File: src/rtl/ps2_pkg.sv
// Shared types and constants for the PS/2 keycode path.
// PS2_ARROW_KEYS_EN adds the E0-prefixed Left/Right arrow mapping.
package ps2_pkg;

  typedef enum logic [1:0] {
    IDLE,
    DATA,
    PARITY,
    STOP
  } frame_st_e;

  localparam logic [7:0] BRK_PREFIX = 8'hF0;
  localparam logic [7:0] EXT_PREFIX = 8'hE0;

  localparam logic [7:0] KEY_NONE  = 8'h00;
  localparam logic [7:0] KEY_A     = 8'h04;
  localparam logic [7:0] KEY_D     = 8'h07;
  localparam logic [7:0] KEY_ENTER = 8'h28;
  localparam logic [7:0] KEY_ESC   = 8'h29;
  localparam logic [7:0] KEY_SPACE = 8'h2C;
  localparam logic [7:0] KEY_RIGHT = 8'h4F;
  localparam logic [7:0] KEY_LEFT  = 8'h50;

  typedef struct packed {
    logic       hit;
    logic [7:0] hid;
  } key_map_t;

  function automatic key_map_t map_code(
    input logic       ext,
    input logic [7:0] code
  );
    key_map_t r;
    r = '{hit: 1'b0, hid: KEY_NONE};
    if (!ext) begin
      case (code)
        8'h1C:   r = '{hit: 1'b1, hid: KEY_A};
        8'h23:   r = '{hit: 1'b1, hid: KEY_D};
        8'h29:   r = '{hit: 1'b1, hid: KEY_SPACE};
        8'h5A:   r = '{hit: 1'b1, hid: KEY_ENTER};
        8'h76:   r = '{hit: 1'b1, hid: KEY_ESC};
        default: r = '{hit: 1'b0, hid: KEY_NONE};
      endcase
    end
`ifdef PS2_ARROW_KEYS_EN
    else begin
      case (code)
        8'h6B:   r = '{hit: 1'b1, hid: KEY_LEFT};
        8'h74:   r = '{hit: 1'b1, hid: KEY_RIGHT};
        default: r = '{hit: 1'b0, hid: KEY_NONE};
      endcase
    end
`endif
    return r;
  endfunction

endpackage

File: src/rtl/ps2_rx_frame.sv
// PS/2 receiver: synchroniser, clock filter, frame FSM and timeout.
// Emits one registered byte_valid pulse per good frame.
module ps2_rx_frame
  import ps2_pkg::*;
#(
  parameter int CLK_HZ     = 50_000_000,
  parameter int FILT_LEN   = 8,
  parameter int TIMEOUT_US = 2000
) (
  input  logic       clk,
  input  logic       rst_n,
  input  logic       ps2_clk,
  input  logic       ps2_dat,
  output logic [7:0] rx_byte,
  output logic       byte_valid,
  output logic       frame_err
);

  localparam longint unsigned TO_L =
    64'(TIMEOUT_US) * 64'(CLK_HZ) / 64'd1_000_000;
  localparam int TW = $clog2(TO_L + 1);
  localparam logic [TW-1:0] TO_MAX = TW'(TO_L);
  localparam int FW = (FILT_LEN > 1) ? $clog2(FILT_LEN) : 1;
  localparam logic [FW-1:0] F_MAX = FW'(FILT_LEN - 1);

  logic [1:0]    ck_sync_q, dt_sync_q;
  logic          filt_q, filt_d;
  logic [FW-1:0] fcnt_q, fcnt_d;
  logic          strobe;
  logic          dat;

  frame_st_e     state_q;
  logic [7:0]    sh_q;
  logic [2:0]    bit_q;
  logic          par_q;
  logic [TW-1:0] to_q;
  logic [7:0]    byte_q;
  logic          valid_q;
  logic          err_q;

  assign dat = dt_sync_q[1];

  always_comb begin
    filt_d = filt_q;
    fcnt_d = '0;
    if (ck_sync_q[1] != filt_q) begin
      if (fcnt_q == F_MAX) begin
        filt_d = ck_sync_q[1];
      end else begin
        fcnt_d = fcnt_q + 1'b1;
      end
    end
  end

  assign strobe = filt_q & ~filt_d;

  always_ff @(posedge clk or negedge rst_n) begin
    if (!rst_n) begin
      ck_sync_q <= 2'b11;
      dt_sync_q <= 2'b11;
      filt_q    <= 1'b1;
      fcnt_q    <= '0;
    end else begin
      ck_sync_q <= {ck_sync_q[0], ps2_clk};
      dt_sync_q <= {dt_sync_q[0], ps2_dat};
      filt_q    <= filt_d;
      fcnt_q    <= fcnt_d;
    end
  end

  always_ff @(posedge clk or negedge rst_n) begin
    if (!rst_n) begin
      state_q <= IDLE;
      sh_q    <= '0;
      bit_q   <= '0;
      par_q   <= 1'b0;
      to_q    <= '0;
      byte_q  <= '0;
      valid_q <= 1'b0;
      err_q   <= 1'b0;
    end else begin
      valid_q <= 1'b0;
      err_q   <= 1'b0;
      if (state_q != IDLE && to_q == TO_MAX) begin
        err_q   <= 1'b1;
        state_q <= IDLE;
        to_q    <= '0;
      end else begin
        if (state_q == IDLE || strobe) begin
          to_q <= '0;
        end else begin
          to_q <= to_q + 1'b1;
        end
        if (strobe) begin
          unique case (state_q)
            IDLE: begin
              if (!dat) begin
                state_q <= DATA;
                bit_q   <= '0;
              end else begin
                err_q <= 1'b1;
              end
            end
            DATA: begin
              sh_q  <= {dat, sh_q[7:1]};
              bit_q <= bit_q + 1'b1;
              if (bit_q == 3'd7) state_q <= PARITY;
            end
            PARITY: begin
              par_q   <= dat;
              state_q <= STOP;
            end
            STOP: begin
              // odd parity over data plus parity bit
              if (dat && (^{sh_q, par_q})) begin
                valid_q <= 1'b1;
                byte_q  <= sh_q;
              end else begin
                err_q <= 1'b1;
              end
              state_q <= IDLE;
            end
            default: state_q <= IDLE;
          endcase
        end
      end
    end
  end

  assign rx_byte    = byte_q;
  assign byte_valid = valid_q;
  assign frame_err  = err_q;

endmodule

File: src/rtl/ps2_keycode.sv
// PS/2 set-2 to HID keycode converter holding the last pressed key.
// PS2_ARROW_KEYS_EN enables the E0 6B / E0 74 arrow keys.
module ps2_keycode
  import ps2_pkg::*;
#(
  parameter int CLK_HZ     = 50_000_000,
  parameter int FILT_LEN   = 8,
  parameter int TIMEOUT_US = 2000
) (
  input  logic       Clk,
  input  logic       Reset_n,
  input  logic       PS2_CLK,
  input  logic       PS2_DAT,
  output logic [7:0] keycode,
  output logic       key_event,
  output logic       frame_err
);

  logic [7:0] rx_byte;
  logic       rx_valid;
  logic       brk_q, brk_d;
  logic       ext_q, ext_d;
  logic [7:0] kc_q, kc_d;
  logic       ev_q, ev_d;
  key_map_t   m;

  ps2_rx_frame #(
    .CLK_HZ     (CLK_HZ),
    .FILT_LEN   (FILT_LEN),
    .TIMEOUT_US (TIMEOUT_US)
  ) u_rx (
    .clk        (Clk),
    .rst_n      (Reset_n),
    .ps2_clk    (PS2_CLK),
    .ps2_dat    (PS2_DAT),
    .rx_byte    (rx_byte),
    .byte_valid (rx_valid),
    .frame_err  (frame_err)
  );

  always_comb begin
    brk_d = brk_q;
    ext_d = ext_q;
    kc_d  = kc_q;
    ev_d  = 1'b0;
    m     = map_code(ext_q, rx_byte);
    if (rx_valid) begin
      if (rx_byte == BRK_PREFIX) begin
        brk_d = 1'b1;
      end else if (rx_byte == EXT_PREFIX) begin
        ext_d = 1'b1;
      end else begin
        brk_d = 1'b0;
        ext_d = 1'b0;
        // only releasing the held key clears the output
        if (m.hit && !brk_q && m.hid != kc_q) begin
          kc_d = m.hid;
          ev_d = 1'b1;
        end else if (m.hit && brk_q && m.hid == kc_q) begin
          kc_d = KEY_NONE;
          ev_d = 1'b1;
        end
      end
    end
  end

  always_ff @(posedge Clk or negedge Reset_n) begin
    if (!Reset_n) begin
      brk_q <= 1'b0;
      ext_q <= 1'b0;
      kc_q  <= KEY_NONE;
      ev_q  <= 1'b0;
    end else begin
      brk_q <= brk_d;
      ext_q <= ext_d;
      kc_q  <= kc_d;
      ev_q  <= ev_d;
    end
  end

  assign keycode   = kc_q;
  assign key_event = ev_q;

endmodule

File: config.mk
export PLATFORM = sky130hd
export DESIGN_NAME = ps2_keycode
export DESIGN_NICKNAME = d
export VERILOG_FILES = /design/src/rtl/ps2_pkg.sv /design/src/rtl/ps2_rx_frame.sv /design/src/rtl/ps2_keycode.sv
export SDC_FILE = /design/constraint.sdc
export NUM_CORES = 1
export LEC_CHECK = 0
export ABC_CLOCK_PERIOD_IN_PS = 3000
export CORE_ASPECT_RATIO = 0.9
export CORE_MARGIN = 8
export CORE_UTILIZATION = 55
export CTS_CLUSTER_DIAMETER = 200
export DETAILED_ROUTE_END_ITERATION = 12
export GPL_TIMING_DRIVEN = 0
export HOLD_SLACK_MARGIN = 0.12
export PLACE_DENSITY = 0.74
export SLEW_MARGIN = 5
export SYNTH_ARGS = -nofsm -noshare
export SYNTH_HDL_FRONTEND = slang
export SYNTH_SLANG_ARGS = --single-unit
export TNS_END_PERCENT = 20
File: constraint.sdc
create_clock -name Clk -period 3 [get_ports Clk]
set_clock_uncertainty 0.2 [all_clocks]
set_input_delay 0.45 -clock Clk [delete_from_list [all_inputs] [get_ports Clk]]
set_output_delay 0.45 -clock Clk [all_outputs]
set_load 0.01 [all_outputs]
==> results.txt, run 1 <==
----------------------------------------------------
[Critical path]
  Stage delay of the slowest cell on the critical path ... 430 ps
  Crit Path Category ... reg2reg
  Critical path launch point ... u_rx.state_q[0]
  Worst-path cell chain ... inv_1, ha_1, nand3b_1, nor4_4, or3_1, clkbuf_1, buf_2, nor2_1
  Worst Path Max Fanout ... 10
  Endpoint class of the critical path ... register
  CP bufs+invs ... 3
  Startpoint of the lowest-slack register-to-register path ... u_rx.state_q[0]
  Cell with the largest stage delay on the worst path ... nor4_4
  Worst endpoint required time ... 3000 ps
  Kind of launch point of the worst setup path ... register
  Arr. time, crit path ... 2560 ps
  CP top delay family ... simple AND/OR/NAND/NOR gates

[Pwr]
  Static Leak ... 1.542 nW
  Tot Pwr ... 1.361 mW
  Worst IR Drop VDD ... 0.3260 mV
  Power per Cell Area ... 413.4 nW/um2

[Timing]
  Minimum setup slack in the final design ... 443.9 ps
  Unrepaired setup endpoints after global routing ... false
  Fmax ... 391.2 MHz
  Max-slew headroom ... 0.4364
  Final TNS setup ... 0 ps
  Slew at the pin with the worst max-slew slack ... 834.9 ps
  Max-slew violation total from the final report ... 0
  Hold violation total from the final report ... 0
  Min Hold Slack ... 160.7 ps
  Final period demand of the worst path ... 2556 ps
  Final setup fails ... 0
  Fraction of the cycle the final worst path needs ... 0.8520

[Synthesis]
  Share of flip-flops with an asynchronous set or reset after synthesis ... 1.000
  Number of distinct standard cells referenced by the synthesized netlist ... 54
  Register bit count reported by yosys ... 56
  Most frequent cells after synthesis ... 51 x dfrtp_1, 23 x nor2_1, 18 x mux2_2
  Portion of the post-synthesis area used by sequential elements ... 0.4749
  Most area-consuming cells after synthesis ... dfrtp_1 43%, mux2_2 6.8%, dfstp_2 4.4%, ha_1 4.2%, xnor2_1 3.5%
  EDFF count, synth ... 0
  Post-Syn Instances ... 264
  Average footprint of a synthesized cell ... 11.23 um2
  Cell accounting for the most synthesized area ... dfrtp_1
  Combined area of all synthesized cells ... 2964 um2
  Dominant register cell in the synthesized netlist ... dfrtp_1
  Yosys warning count ... 0
  Synth top area share ... 0.4306
  Cell with the most instances after synthesis ... dfrtp_1

[Global routing]
  First-pass GRT wire length ... 9156 um
  Total Routing Usage GR ... 0.1398
  Via count of the first global-routing pass ... 1976
  Largest net degree at the start of global routing ... 40
  GR Overflow Total ... 0
  Initial antenna violation count ... 0

[Clocking]
  Post-CTS setup buffer count ... 0
  Insertion delay of the later-clocked pin in the worst-skew pair ... 310 ps
  Clock edge transition at the registers on the reported setup and hold paths ... 100 ps
  Number of buffers added to fix hold violations after cts ... 1
  Number of H-tree levels ... 2
  Clock net sink count ... 56
  Worst-case clock buffer depth ... 2
  Buffer type at the clock tree root ... clkbuf_8
  TritonCTS buffer count ... 5
  Clock tree from TritonCTS ... yes
  Resized cells post-CTS ... 0

[Detailed routing]
  Via/cell ratio ... 5.530
  First-iteration detailed-routing DRC count ... 80
  Wire length on met2 ... 2410 um
  Routed Wire Length ... 5094 um
  WL met3 ... 157 um
  Via count of the routed design ... 1952
  DR pass1 iterations ... 4
  Top routing layer in use ... met4
  DRC violations left ... 0
  Detail Route Antenna Nets ... 0
  Routed WL per cell ... 14.43 um
  Routed met1 length ... 2498 um

[Hold path]
  Start point of the worst min-delay path ... u_rx.dt_sync_q[0]
  Hold/Removal Path Class ... reg2reg

[Final layout]
  Post-layout instance area ... 3292 um2
  Ratio of cells with drive above 1 in the final layout ... 0.1958
  Antenna diode count ... 0
  P&R area growth vs syn ... 11.06%
  Final Core Density ... 0.6302
  Post-route non-filler standard cell count ... 353
  Number of fill cells in the layout ... 422
  Nets ... 299

[Placement]
  Post-place instance area ... 3171 um2
  Worst setup slack after placement ... 439.2 ps
  DP Wirelength ... 3575 um
  Port Buffer Count ... 10
  Placer Congestion ... 0.8213
  Cell Count Post-Placement ... 344

[Floorplan]
  Core box area ... 5224 um2
  Overall die area ... 7998 um2
  IO Pins ... 14
  Die outline height ... 85.65 um
  Number of cell rows ... 25
  Horiz. Die Dim ... 93.38 um
  Initial core utilization ... 0.5674

[Status]
  Outcome ... completed

[Job]
  Maximum capacitance violations ... 0

----------------------------------------------------
cell usage in the layout (no fill, tap or decap), types with 3 or more instances in the layout:
cell type,synthesis,routed
a211o_1,3,3
inv_1,11,11
nand2_1,10,10
ha_1,10,10
o21ba_2,3,3
buf_2,3,4
a21oi_1,8,8
dfrtp_1,51,51
nand3b_1,6,6
nor3b_1,4,4
nor3_1,4,4
a32o_1,3,3
nor2_1,23,23
dfstp_2,5,5
and3_1,10,10
clkdlybuf4s50_1,0,9
xor2_1,11,11
mux2_2,18,18
clkbuf_8,0,5
nor4_1,3,3
conb_1,1,3
buf_4,4,4
nand3_1,9,9
nor2b_1,5,5
xnor2_1,12,12
o21ai_0,5,5
report_power, final:
group	internal [mW]	total (mW)	switching, mW
combinational	0.0335	0.0711	0.0376
clock	0.247	0.490	0.242
sequential	0.785	0.800	0.0153
final timing paths:
| check | slack [ps] | cells past startpoint | endpoint |
|---|---|---|---|
| min reg2reg | 160 | 0 | u_rx.dt_sync_q[1] |
| min | 160 | 0 | u_rx.dt_sync_q[1] |
| max reg2reg | 440 | 8 | u_rx.to_q[9] |
| max | 440 | 8 | u_rx.to_q[9] |
| min in group asynchronous | 390 | 2 | u_rx.bit_q[0] |
| max in group asynchronous | 1610 | 3 | u_rx.dt_sync_q[1] |
cell type report:
type	instances	area [um2]	share of cell area
repair buffers	12	125.1	0.03801
clock buffers	5	68.82	0.02090
well taps	67	83.83	0.02547
multi-input cells	188	1448	0.4398
plain buffers	11	75.07	0.02280
inverters	11	41.29	0.01254
flip-flops and latches	56	1408	0.4276
clock inverters	3	42.54	0.01292
per-layer routing:
| layer | vias up | GRT usage |
|---|---|---|
| met4 | 0 | 0.04678 |
| met1 | 954 | 0.1801 |
| met5 | - | 0 |
| met2 | 19 | 0.2190 |
| met3 | 2 | 0.04014 |
| li1 | 977 | - |
state kept, by name (all words and copies together) (netlist names):
register,count
u_rx.par_q,1
ext_q,1
u_rx.dt_sync_q,2
u_rx.byte_valid,1
u_rx.state_q,2
u_rx.fcnt_q,3
brk_q,1
u_rx.frame_err,1
u_rx.ck_sync_q,2
u_rx.to_q,17
u_rx.filt_q,1
keycode,4
u_rx.rx_byte,8
key_event,1
u_rx.bit_q,3
u_rx.sh_q,8
cells by family (layout without fill, tap and decap cells):
| logic type | Yosys count | after routing | share of synthesized area |
|---|---|---|---|
| simple gates | 97 | 97 | 0.2039 |
| flops | 56 | 56 | 0.4749 |
| compound gates | 34 | 34 | 0.08569 |
| xor+xnor | 25 | 25 | 0.08105 |
| buf+inv | 22 | 42 | 0.03926 |
| mux | 19 | 19 | 0.07176 |
| fa+ha+maj | 10 | 10 | 0.04221 |
| other cells | 1 | 3 | 0.001265 |
Power figures use the tool's default switching activity.
==> run 2, diff against run 1 <==
CORE_UTILIZATION = 25   (was 55)
GPL_TIMING_DRIVEN = not set   (was 0)
PLACE_DENSITY = not set   (was 0.74)
==> results.txt, run 2 (synthesis gave the netlist of run 1 again) <==
----------------------------------------------------
[Clocking]
  Resized cells post-CTS ... 0 (unchanged)
  Clock net sink count ... 56 (unchanged)
  Buffer type at the clock tree root ... clkbuf_16 (was clkbuf_8)
  Post-CTS setup buffer count ... 0 (unchanged)
  TritonCTS buffer count ... 5 (unchanged)
  Worst-case clock buffer depth ... 2 (unchanged)
  Number of H-tree levels ... 2 (unchanged)
  Clock edge transition at the registers on the reported setup and hold paths ... 70 ps (was 100 ps)
  Insertion delay of the later-clocked pin in the worst-skew pair ... 290 ps (was 310 ps)
  Clock tree from TritonCTS ... yes (unchanged)

[Floorplan]
  Overall die area ... 15600 um2 (was 7998 um2)
  Core box area ... 11480 um2 (was 5224 um2)
  Die outline height ... 119.3 um (was 85.65 um)
  IO Pins ... 14 (unchanged)
  Initial core utilization ... 0.2582 (was 0.5674)
  Horiz. Die Dim ... 130.8 um (was 93.38 um)
  Number of cell rows ... 37 (was 25)

[Global routing]
  Initial antenna violation count ... 0 (unchanged)
  Via count of the first global-routing pass ... 1785 (was 1976)
  GR Overflow Total ... 0 (unchanged)
  Total Routing Usage GR ... 0.07005 (was 0.1398)
  First-pass GRT wire length ... 8935 um (was 9156 um)
  Largest net degree at the start of global routing ... 32 (was 40)

[Placement]
  Cell Count Post-Placement ... 424 (was 344)
  Post-place instance area ... 3209 um2 (was 3171 um2)
  Placer Congestion ... 0.7231 (was 0.8213)
  Port Buffer Count ... 10 (unchanged)
  DP Wirelength ... 3785 um (was 3575 um)

[Detailed routing]
  Via count of the routed design ... 1905 (was 1952)
  Via/cell ratio ... 4.400 (was 5.530)
  First-iteration detailed-routing DRC count ... 161 (was 80)
  Routed WL per cell ... 12.20 um (was 14.43 um)
  Routed Wire Length ... 5284 um (was 5094 um)
  DR pass1 iterations ... 4 (unchanged)
  Detail Route Antenna Nets ... 0 (unchanged)
  DRC violations left ... 0 (unchanged)

[Final layout]
  Post-route non-filler standard cell count ... 433 (was 353)
  Leading cell type in the layout, fill and taps excluded ... dfrtp_1 (unchanged)
  Nets ... 290 (was 299)
  Most flop-heavy register ... u_rx.to_q (unchanged)
  Commonest cells after routing, fill and taps aside ... 51 x dfrtp_1, 23 x nor2_1, 18 x mux2_2 (unchanged)
  Ratio of cells with drive above 1 in the final layout ... 0.1769 (was 0.1958)
  Number of fill cells in the layout ... 1217 (was 422)
  P&R area growth vs syn ... 14.27% (was 11.06%)
  Post-layout instance area ... 3387 um2 (was 3292 um2)
  Antenna diode count ... 0 (unchanged)
  Flip-flop count of the largest register after layout ... 17 (unchanged)

[Critical path]
  Crit Path Category ... reg2reg (unchanged)
  Flop-to-flop setup slack ... 480 ps (was 440 ps)
  Worst-path cell chain ... or4b_4, nor4_4, o21ai_0, a22o_1, a211o_1, and3_1 (was inv_1, ha_1, nand3b_1, nor4_4, or3_1, clkbuf_1, buf_2, nor2_1)
  Cell with the largest stage delay on the worst path ... or4b_4 (was nor4_4)
  Worst endpoint required time ... 2980 ps (was 3000 ps)
  Endpoint class of the critical path ... register (unchanged)
  Arr. time, crit path ... 2500 ps (was 2560 ps)
  Stage delay of the slowest cell on the critical path ... 630 ps (was 430 ps)
  Worst Path Max Fanout ... 9 (was 10)
  Kind of launch point of the worst setup path ... register (unchanged)

[Timing]
  Final TNS setup ... 0 ps (unchanged)
  Final setup fails ... 0 (unchanged)
  Max-slew violation total from the final report ... 0 (unchanged)
  Slew at the pin with the worst max-slew slack ... 710.0 ps (was 834.9 ps)
  Min Hold Slack ... 156.8 ps (was 160.7 ps)
  Final period demand of the worst path ... 2516 ps (was 2556 ps)
  Max-slew headroom ... 0.5266 (was 0.4364)
  Fmax ... 397.5 MHz (was 391.2 MHz)
  Unrepaired setup endpoints after global routing ... false (unchanged)
  Fraction of the cycle the final worst path needs ... 0.8385 (was 0.8520)
  Hold violation total from the final report ... 0 (unchanged)

[Pwr]
  Worst IR Drop VDD ... 0.2172 mV (was 0.3260 mV)
  Power per Cell Area ... 451.6 nW/um2 (was 413.4 nW/um2)
  Tot Pwr ... 1.529 mW (was 1.361 mW)
  Static Leak ... 1.522 nW (was 1.542 nW)

[Hold path]
  Hold/Removal Path Class ... reg2reg (unchanged)

[Status]
  Outcome ... completed (unchanged)

[Job]
  Maximum capacitance violations ... 0 (unchanged)

----------------------------------------------------
[run 2: cell types whose count changed in the layout (fill, tap and decap cells not counted), sizes merged]
cell / change
buf: -7
clkbuf: -2
[run 2: layout make-up]
class                   count  area [um2]  area share
clock buffers               5       125.1     0.03694
well taps                 156       195.2     0.05763
multi-input cells         188        1448      0.4274
inverters                  11       41.29     0.01219
clock inverters             3       42.54     0.01256
flip-flops and latches     56        1408      0.4156
repair buffers             14       127.6     0.03768
[run 2: final timing paths]
path	startpoint	to	depth (start not counted)
max	u_rx.rx_byte[2]	keycode[2]	6
max in group asynchronous	Reset_n	u_rx.dt_sync_q[1]	3
min reg2reg	u_rx.ck_sync_q[0]	u_rx.ck_sync_q[1]	0
max reg2reg	u_rx.rx_byte[2]	keycode[2]	6
min	u_rx.ck_sync_q[0]	u_rx.ck_sync_q[1]	0
min in group asynchronous	Reset_n	keycode[3]	2
[run 2: where the power goes]
| part | switching (mW) | leakage, nW | internal [mW] |
|---|---|---|---|
| combinational | 0.0386 | 0.679 | 0.0300 |
| clock | 0.266 | 0.0798 | 0.393 |
| sequential | 0.0171 | 0.763 | 0.785 |
| total | 0.322 | 1.52 | 1.21 |
[run 2: critical path, delay by kind of cell (launching register included)]
kind             cells  cell delay [ps]
AO/OA/AOI/OAI        3              710
flip-flops           1              450
AND/OR/NAND/NOR      3             1060
[run 2: what timing repair did]
action,4_1_cts,5_1_grt
hold endpoints to repair,29,0
setup endpoints to repair,0,0
hold buffers,1,0
[run 2: through the flow]
stage / utilization / setup WS, ps
after floorplan: - / 640.9
after global placement: 0.2795 / 518.8
after detailed placement: 0.2795 / 494.9
after CTS: 0.2950 / 488.5
after global routing: 0.2950 / 320.3
final: 0.2950 / 484.4
[run 2: routing by layer]
layer  track usage  part of all wire  vias up
met4       0.02151             0.012        0
met1        0.1029              0.54      919
li1              -                 -      959
met2       0.09688              0.42       21
met5             0                 0        -
met3       0.01829             0.031        6
